**src/rtl/modexp_seq.sv**
```systemverilog
// modexp_seq: packs a 32-bit input stream into 64-bit operand words for the
// modular-exponentiation core, launches it, and streams its result back out.
// Ports:
//   clk, reset                  rising-edge clock, synchronous active-high reset
//   in_data/in_valid/in_ready   32-bit software word stream (header + operands)
//   out_data/out_valid/out_ready/out_last  32-bit result stream, lo half first
//   startInput, startCompute, getResult    one-cycle strobes to the core
//   m_buf..t_buf, nprime0_buf   operand words and n' bit 0 presented to the core
//   res_out, mx_done            core result word and completion level
//   busy                        high from header acceptance to last result word
module modexp_seq #(
    parameter int DATA_WIDTH = 64,
    parameter int NWORDS     = 32
) (
    input  logic                  clk,
    input  logic                  reset,
    input  logic [31:0]           in_data,
    input  logic                  in_valid,
    output logic                  in_ready,
    output logic [31:0]           out_data,
    output logic                  out_valid,
    input  logic                  out_ready,
    output logic                  out_last,
    output logic                  startInput,
    output logic                  startCompute,
    output logic                  getResult,
    output logic [DATA_WIDTH-1:0] m_buf,
    output logic [DATA_WIDTH-1:0] e_buf,
    output logic [DATA_WIDTH-1:0] n_buf,
    output logic [DATA_WIDTH-1:0] r_buf,
    output logic [DATA_WIDTH-1:0] t_buf,
    output logic                  nprime0_buf,
    input  logic [DATA_WIDTH-1:0] res_out,
    input  logic                  mx_done,
    output logic                  busy
);

    localparam int IW = (NWORDS > 1) ? $clog2(NWORDS) : 1;
    localparam logic [IW-1:0] LAST_IDX = IW'(NWORDS - 1);

    localparam logic [3:0] S_IDLE    = 4'd0;
    localparam logic [3:0] S_COLLECT = 4'd1;
    localparam logic [3:0] S_PUSH    = 4'd2;
    localparam logic [3:0] S_LAUNCH  = 4'd3;
    localparam logic [3:0] S_WAIT    = 4'd4;
    localparam logic [3:0] S_FETCH   = 4'd5;
    localparam logic [3:0] S_CAPTURE = 4'd6;
    localparam logic [3:0] S_EMIT_LO = 4'd7;
    localparam logic [3:0] S_EMIT_HI = 4'd8;

    logic [3:0]            state;
    logic [IW-1:0]         idx;
    logic [2:0]            op;
    logic                  half;
    logic [DATA_WIDTH-1:0] res_q;

    logic in_hs;
    logic out_hs;
    logic is_last;

    assign in_hs   = in_valid && in_ready;
    assign out_hs  = out_valid && out_ready;
    assign is_last = (idx == LAST_IDX);

    // Replace one 32-bit half of an operand word, leaving the other intact.
    function automatic logic [DATA_WIDTH-1:0] put_half(
        input logic [DATA_WIDTH-1:0] cur,
        input logic                  hi,
        input logic [31:0]           w
    );
        put_half = cur;
        if (hi) put_half[DATA_WIDTH-1:32] = w;
        else    put_half[31:0]            = w;
    endfunction

    always_ff @(posedge clk) begin
        if (reset) begin
            state       <= S_IDLE;
            idx         <= '0;
            op          <= '0;
            half        <= 1'b0;
            res_q       <= '0;
            m_buf       <= '0;
            e_buf       <= '0;
            n_buf       <= '0;
            r_buf       <= '0;
            t_buf       <= '0;
            nprime0_buf <= 1'b0;
        end else begin
            case (state)
                S_IDLE: begin
                    if (in_hs) begin
                        nprime0_buf <= in_data[0];
                        idx         <= '0;
                        op          <= '0;
                        half        <= 1'b0;
                        state       <= S_COLLECT;
                    end
                end
                S_COLLECT: begin
                    if (in_hs) begin
                        case (op)
                            3'd0:    m_buf <= put_half(m_buf, half, in_data);
                            3'd1:    e_buf <= put_half(e_buf, half, in_data);
                            3'd2:    n_buf <= put_half(n_buf, half, in_data);
                            3'd3:    r_buf <= put_half(r_buf, half, in_data);
                            default: t_buf <= put_half(t_buf, half, in_data);
                        endcase
                        half <= ~half;
                        if (half) begin
                            // t.hi closes the index; counters rewind for the next one
                            if (op == 3'd4) begin
                                op    <= '0;
                                state <= S_PUSH;
                            end else begin
                                op <= op + 3'd1;
                            end
                        end
                    end
                end
                S_PUSH: begin
                    if (is_last) begin
                        state <= S_LAUNCH;
                    end else begin
                        idx   <= idx + 1'b1;
                        state <= S_COLLECT;
                    end
                end
                S_LAUNCH: begin
                    idx   <= '0;
                    state <= S_WAIT;
                end
                S_WAIT: begin
                    if (mx_done) state <= S_FETCH;
                end
                S_FETCH: begin
                    state <= S_CAPTURE;
                end
                S_CAPTURE: begin
                    // res_out is valid the cycle after getResult
                    res_q <= res_out;
                    state <= S_EMIT_LO;
                end
                S_EMIT_LO: begin
                    if (out_hs) state <= S_EMIT_HI;
                end
                S_EMIT_HI: begin
                    if (out_hs) begin
                        if (is_last) begin
                            state <= S_IDLE;
                        end else begin
                            idx   <= idx + 1'b1;
                            state <= S_FETCH;
                        end
                    end
                end
                default: state <= S_IDLE;
            endcase
        end
    end

    assign in_ready     = (state == S_IDLE) || (state == S_COLLECT);
    assign out_valid    = (state == S_EMIT_LO) || (state == S_EMIT_HI);
    assign out_data     = (state == S_EMIT_HI) ? res_q[DATA_WIDTH-1:32]
                                               : res_q[31:0];
    assign out_last     = (state == S_EMIT_HI) && is_last;
    assign startInput   = (state == S_PUSH);
    assign startCompute = (state == S_LAUNCH);
    assign getResult    = (state == S_FETCH);
    assign busy         = (state != S_IDLE);

endmodule

```
**config.mk**
```make
export PLATFORM = sky130hd
export DESIGN_NAME = modexp_seq
export DESIGN_NICKNAME = d
export VERILOG_FILES = /design/src/rtl/modexp_seq.sv
export SDC_FILE = /design/constraint.sdc
export NUM_CORES = 1
export LEC_CHECK = 0
export BUFFER_PORTS_ARGS = -buffer_cell sky130_fd_sc_hd__clkbuf_2
export CORE_AREA = 3 3 176 221
export DETAILED_ROUTE_END_ITERATION = 7
export DIE_AREA = 0 0 179 224
export GPL_TIMING_DRIVEN = 0
export HOLD_SLACK_MARGIN = 0.06
export MAX_ROUTING_LAYER = met4
export PLACE_DENSITY = 0.72
export SETUP_SLACK_MARGIN = 0.5
export SLEW_MARGIN = 30
export SYNTH_ARGS = -nofsm -noshare
export SYNTH_HDL_FRONTEND = slang
export SYNTH_SLANG_ARGS = --single-unit
```
**constraint.sdc**
```tcl
create_clock -name clk -period 2.65 [get_ports clk]
set_input_delay 0.265 -clock clk [delete_from_list [all_inputs] [get_ports clk]]
set_output_delay 0.265 -clock clk [all_outputs]
set_load 0.05 [all_outputs]
```
* Word-level counts from Yosys, hierarchy flattened
Index checks and enable logic that the tools add are counted.
** Storage, ports and cells
- Register bits after elaboration :: 398
- Input port bits :: 101
** Cells by class
- Add/subtract/negate cells :: 2
- Eq/ne operators :: 20
- Muxes and demuxes :: 23
- Bitwise operators :: 2
- Reductions and logical operators :: 26
** Operators by type and width (count)
- $reduce_and A4 Y1 :: 11
- $pmux W4 S9 :: 1
- $mux W32 :: 1
- $mux W4 :: 7
- $pmux W5 S4 :: 1
- $eq A4 B3 Y1 const B :: 4
- $mux W3 :: 5
- $mux W5 :: 3
- $ne A2 B2 Y1 const B :: 7
- $eq A4 B2 Y1 const B :: 2
- $reduce_bool A4 Y1 :: 2
- $reduce_and A7 Y1 :: 1
- $eq A3 B2 Y1 const B :: 2
- $pmux W3 S2 :: 1
- $reduce_and A3 Y1 :: 2
- $add A5 B1 Y5 const B :: 1
- $eq A5 B5 Y1 const B :: 1
- $eq A4 B1 Y1 const B :: 1
- $eq A4 B4 Y1 const B :: 1
- $logic_not A4 Y1 :: 1
- $reduce_or A4 Y1 :: 1
- $add A3 B1 Y3 const B :: 1
- $eq A3 B1 Y1 const B :: 1
- $eq A3 B3 Y1 const B :: 1
- 9 further kinds :: 14

* Logic depth before layout (Yosys ltp)
- Depth after elaboration :: 5
- Mapped depth :: 9

* Least setup slack after synthesis
OpenSTA, ideal clock, no wires.
- Path kind :: register to output
- From :: reg state[1]
- To :: out busy
- Arrival :: 2.328 ns
- Data required time :: 2.385 ns
- Slack :: 0.057 ns
- Cell stages (with the launch flop) :: 4
- Path buffers :: 1
- Cell sequence :: dfxtp_1 > buf_4 > nor3_1 > nand2b_1
** Between the ends
- Longest elaborated chain between the ends :: 1
** RTL lines
- start, declared :: line 51 : logic [3:0] state;
- start signal, assigned :: line 78 : state <= S_IDLE;
- start signal, assigned :: line 97 : state <= S_COLLECT;
- start signal, assigned :: line 114 : state <= S_PUSH;
- $reduce_bool A4 Y1 :: line 170 : assign busy = (state != S_IDLE);
- end, declared :: line 35 : output logic busy
Every way passes these cells.

* Final worst setup path
- From :: reg state[2]
- To :: out out_data[15]
** Between the ends
- Longest elaborated chain between the ends :: 2
** RTL lines
- $eq A4 B4 Y1 :: line 164 : assign out_data = (state == S_EMIT_HI) ? res_q[DATA_WIDTH-1:32]
- $mux W32 :: line 164
- end, declared :: line 20 : output logic [31:0] out_data,
Every way passes these cells.

==> metrics.csv <==
metric,value,unit
grt-ovfl-total,0,
cts.path.max_buffers,3,
dp_worst_setup_slack,0.0259,ns
drt_iter0_markers,1223,
leakage,8.34,nW
dieArea,0.0401,sq mm
ctsHtreeMaxLevel,2,
io-pin-count,461,
cp_max_fo,6,
max_stage_delay,0.33,ns
tns,0,ns
place_hpwl,40.7,mm
initial_core_util,39.7,%
clkPwrFrac,40.5,%
portBuffers,428,
finalMaxSlewViolations,0,
synth_area_per_cell,7.84,sq um
numCtsBuffers,40,
finalSetupViolations,0,
first_global_vias,14700,
ys_async_sr_fraction,0,%
cp.arrival,2.16,ns
timing.fmax,413,MHz
fin_crit_sh,91.4,%
yosysWarnings,0,
synth_cells,1876,
rsz0062_at_grt,true,
grt_start_max_net_pins,15,
slew_headroom,38.5,%
cp-end-kind,output pin,
peakVddDrop,0.689,mV
final_cells,2963,
dieWidth,179,um
clock_latency,0.54,ns
ys_types,44,
path_delay_family,buffers and inverters,
cpMostUsedCell,buf_6,
power.internal,0.0104,W
fp.dieH,224,um
clkTransAtPathRegs,0.06,ns
final_cell_mix,"775 x nand2_1, 416 x clkbuf_2, 392 x dfxtp_1",
critical_path_buf_inv_count,4,
layout_setup_ws,0.228,ns
finalCriticalPeriod,2.42,ns
via_per_inst,5.25,
drc,0,
finalPower,0.0145,W
min_path_type,in -> reg,
place.gp.congestion,0.856,
first_pass_iters,6,
mostFrequentLayoutCell,nand2_1,
grt_pass1_wl,87.6,mm
clockRootBuffer,clkbuf_16,
cp_slowest_cell,mux2_4,
ant_nets,0,
fin_util,57.3,%
place_inst,2790,
combPwrFrac,16.3,%
p_seq_share,43.2,%
final_hold_viol_count,0,
yosysTopAreaCellShare,54.2,%
worst_ep_required_time,2.38,ns
sw_frac_of_total,28.2,%
cp_cell_sequence,buf_6 > nor4b_4 > buf_6 > clkbuf_16 > mux2_4 > clkbuf_8,
worst-slew-pin-transition,0.923,ns
core_area,0.0371,sq mm
status,"finished, final reports clean",
syn_to_final_growth,44.4,%
cp-start-kind,register,
cts_tree,built,
ys_ff_latch,398,
synth_area,0.0147,sq mm
path_class,reg -> out,
ys_seq_area_share,54.2,%
route.vias.total,15500,
cap_violations,0,
p_sw,0.00408,W
cts_sinks,398,
layout.nets,2558,
rows,79,
post_route_cells_drive_above_1_share,29.4,%
power.density,682,mW/mm^2
synth_top_area_cell,dfxtp_1,
wl_per_cell,20.7,um
grtUsageTotal,29.5,%
drt_wl_total,61.2,mm
syn_nets,1984,
synth_edf_count,0,
antenna_found_initial,1,
clock_skew,0.0234,ns
ys.flop_type,dfxtp_1,
synth_area_leaders,"dfxtp_1 54%, nand2_1 20%, a21oi_1 13%",
[power groups by stage]
stage	sequential, W	clock, W	combinational [W]
3_5_place_dp	0.00637	0	0.00185
5_1_grt	0.00626	0.00613	0.00250
6_report	0.00625	0.00587	0.00236
3_3_place_gp	0.00636	0	0.00182
2_1_floorplan	0.00666	0	0.000975
4_1_cts	0.00624	0.00592	0.00207
[through the flow]
step | hold WS, ns | area, sq um
after floorplan | 0.401 | 14700
after global placement | 0.439 | 17500
after detailed placement | 0.445 | 17500
after CTS | 0.140 | 20500
after global routing | 0.235 | 21200
final | 0.209 | 21200
[registers in the layout (all words and copies together), names as in the netlist]
name and flops:
e_buf 64, m_buf 64, n_buf 64, r_buf 64, res_q 64, t_buf 64, idx 5, state 4
op 3, half 1, nprime0_buf 1
[cells by family (layout without fill, tap and decap cells)]
kind of cell,after synthesis,in the layout,share of synthesized area [%]
AO/OA/AOI/OAI,409,409,14.4
XOR/XNOR,1,1,0.0596
adder cells (fa/ha/maj),7,7,0.596
buffers and inverters,176,776,5.20
flip-flops,398,398,54.2
multiplexers,35,35,2.65
other,0,1,0
AND/OR/NAND/NOR,850,850,22.9
[synth_stat cells, types with 2 or more instances]
cell,number
o32ai_1,2
dfxtp_1,398
ha_1,7
mux2_2,32
buf_2,23
or3_1,4
nand2_1,784
nand3_1,5
o21ai_0,2
and4_1,3
nor2b_1,2
clkbuf_1,124
a21oi_1,394
a21boi_0,3
nor2_1,13
inv_1,8
buf_4,20
nand2b_1,8
and2_1,7
nand4_1,2
nor4b_4,2
mux2i_1,3
nor2_2,2
nor3_1,8
[cell type report]
| cell class | instances | area [sq um] |
|---|---|---|
| Buffer | 168 | 1150 |
| Multi-Input combinational cell | 1302 | 6390 |
| Antenna cell | 1 | 2.50 |
| Tap cell | 486 | 608 |
| Clock inverter | 14 | 188 |
| Inverter | 8 | 30.0 |
| Timing Repair Buffer | 532 | 3720 |
| Fill cell | 3195 | 15800 |
| Clock buffer | 54 | 1160 |
| Sequential cell | 398 | 7980 |
[per-layer routing]
metal | part of all wire (%) | up-vias | global-route usage [%]
met5 | 0 | - | -
met4 | 5.0 | 0 | 12.8
met3 | 7.7 | 154 | 5.09
met2 | 50 | 788 | 50.1
met1 | 38 | 7401 | 34.1
li1 | - | 7204 | -
[worst min-delay path, delay by kind of cell]
family | cells | cell delay (ns)
AND/OR/NAND/NOR | 2 | 0.20
AO/OA/AOI/OAI | 1 | 0.06
buffers and inverters | 1 | 0.15
[timing repair]
| action | 4_1_cts | 5_1_grt |
|---|---|---|
| endpoints found under the setup margin | 335 | 402 |
| hold buffers | 65 | 0 |
| setup buffers | 15 | 14 |
| pin swaps | 10 | 25 |
| resized for setup | 213 | 176 |
| gates cloned | 3 | 7 |
| endpoints found under the hold margin | 65 | 0 |
[worst paths after layout]
| check | start | end | slack [ns] | cells after the start |
|---|---|---|---|---|
| setup / recovery | state[2]$_SDFFE_PP0P_ | out_data[15] | 0.23 | 6 |
| hold reg to reg | e_buf[29]$_SDFFE_PP0P_ | e_buf[29]$_SDFFE_PP0P_ | 0.45 | 2 |
| hold / removal | in_valid | half$_SDFFE_PP0P_ | 0.21 | 4 |
| setup reg to reg | op[1]$_SDFFE_PP0P_ | t_buf[62]$_SDFFE_PP0P_ | 0.53 | 9 |
Note: power is estimated with default switching activity, not from simulation.
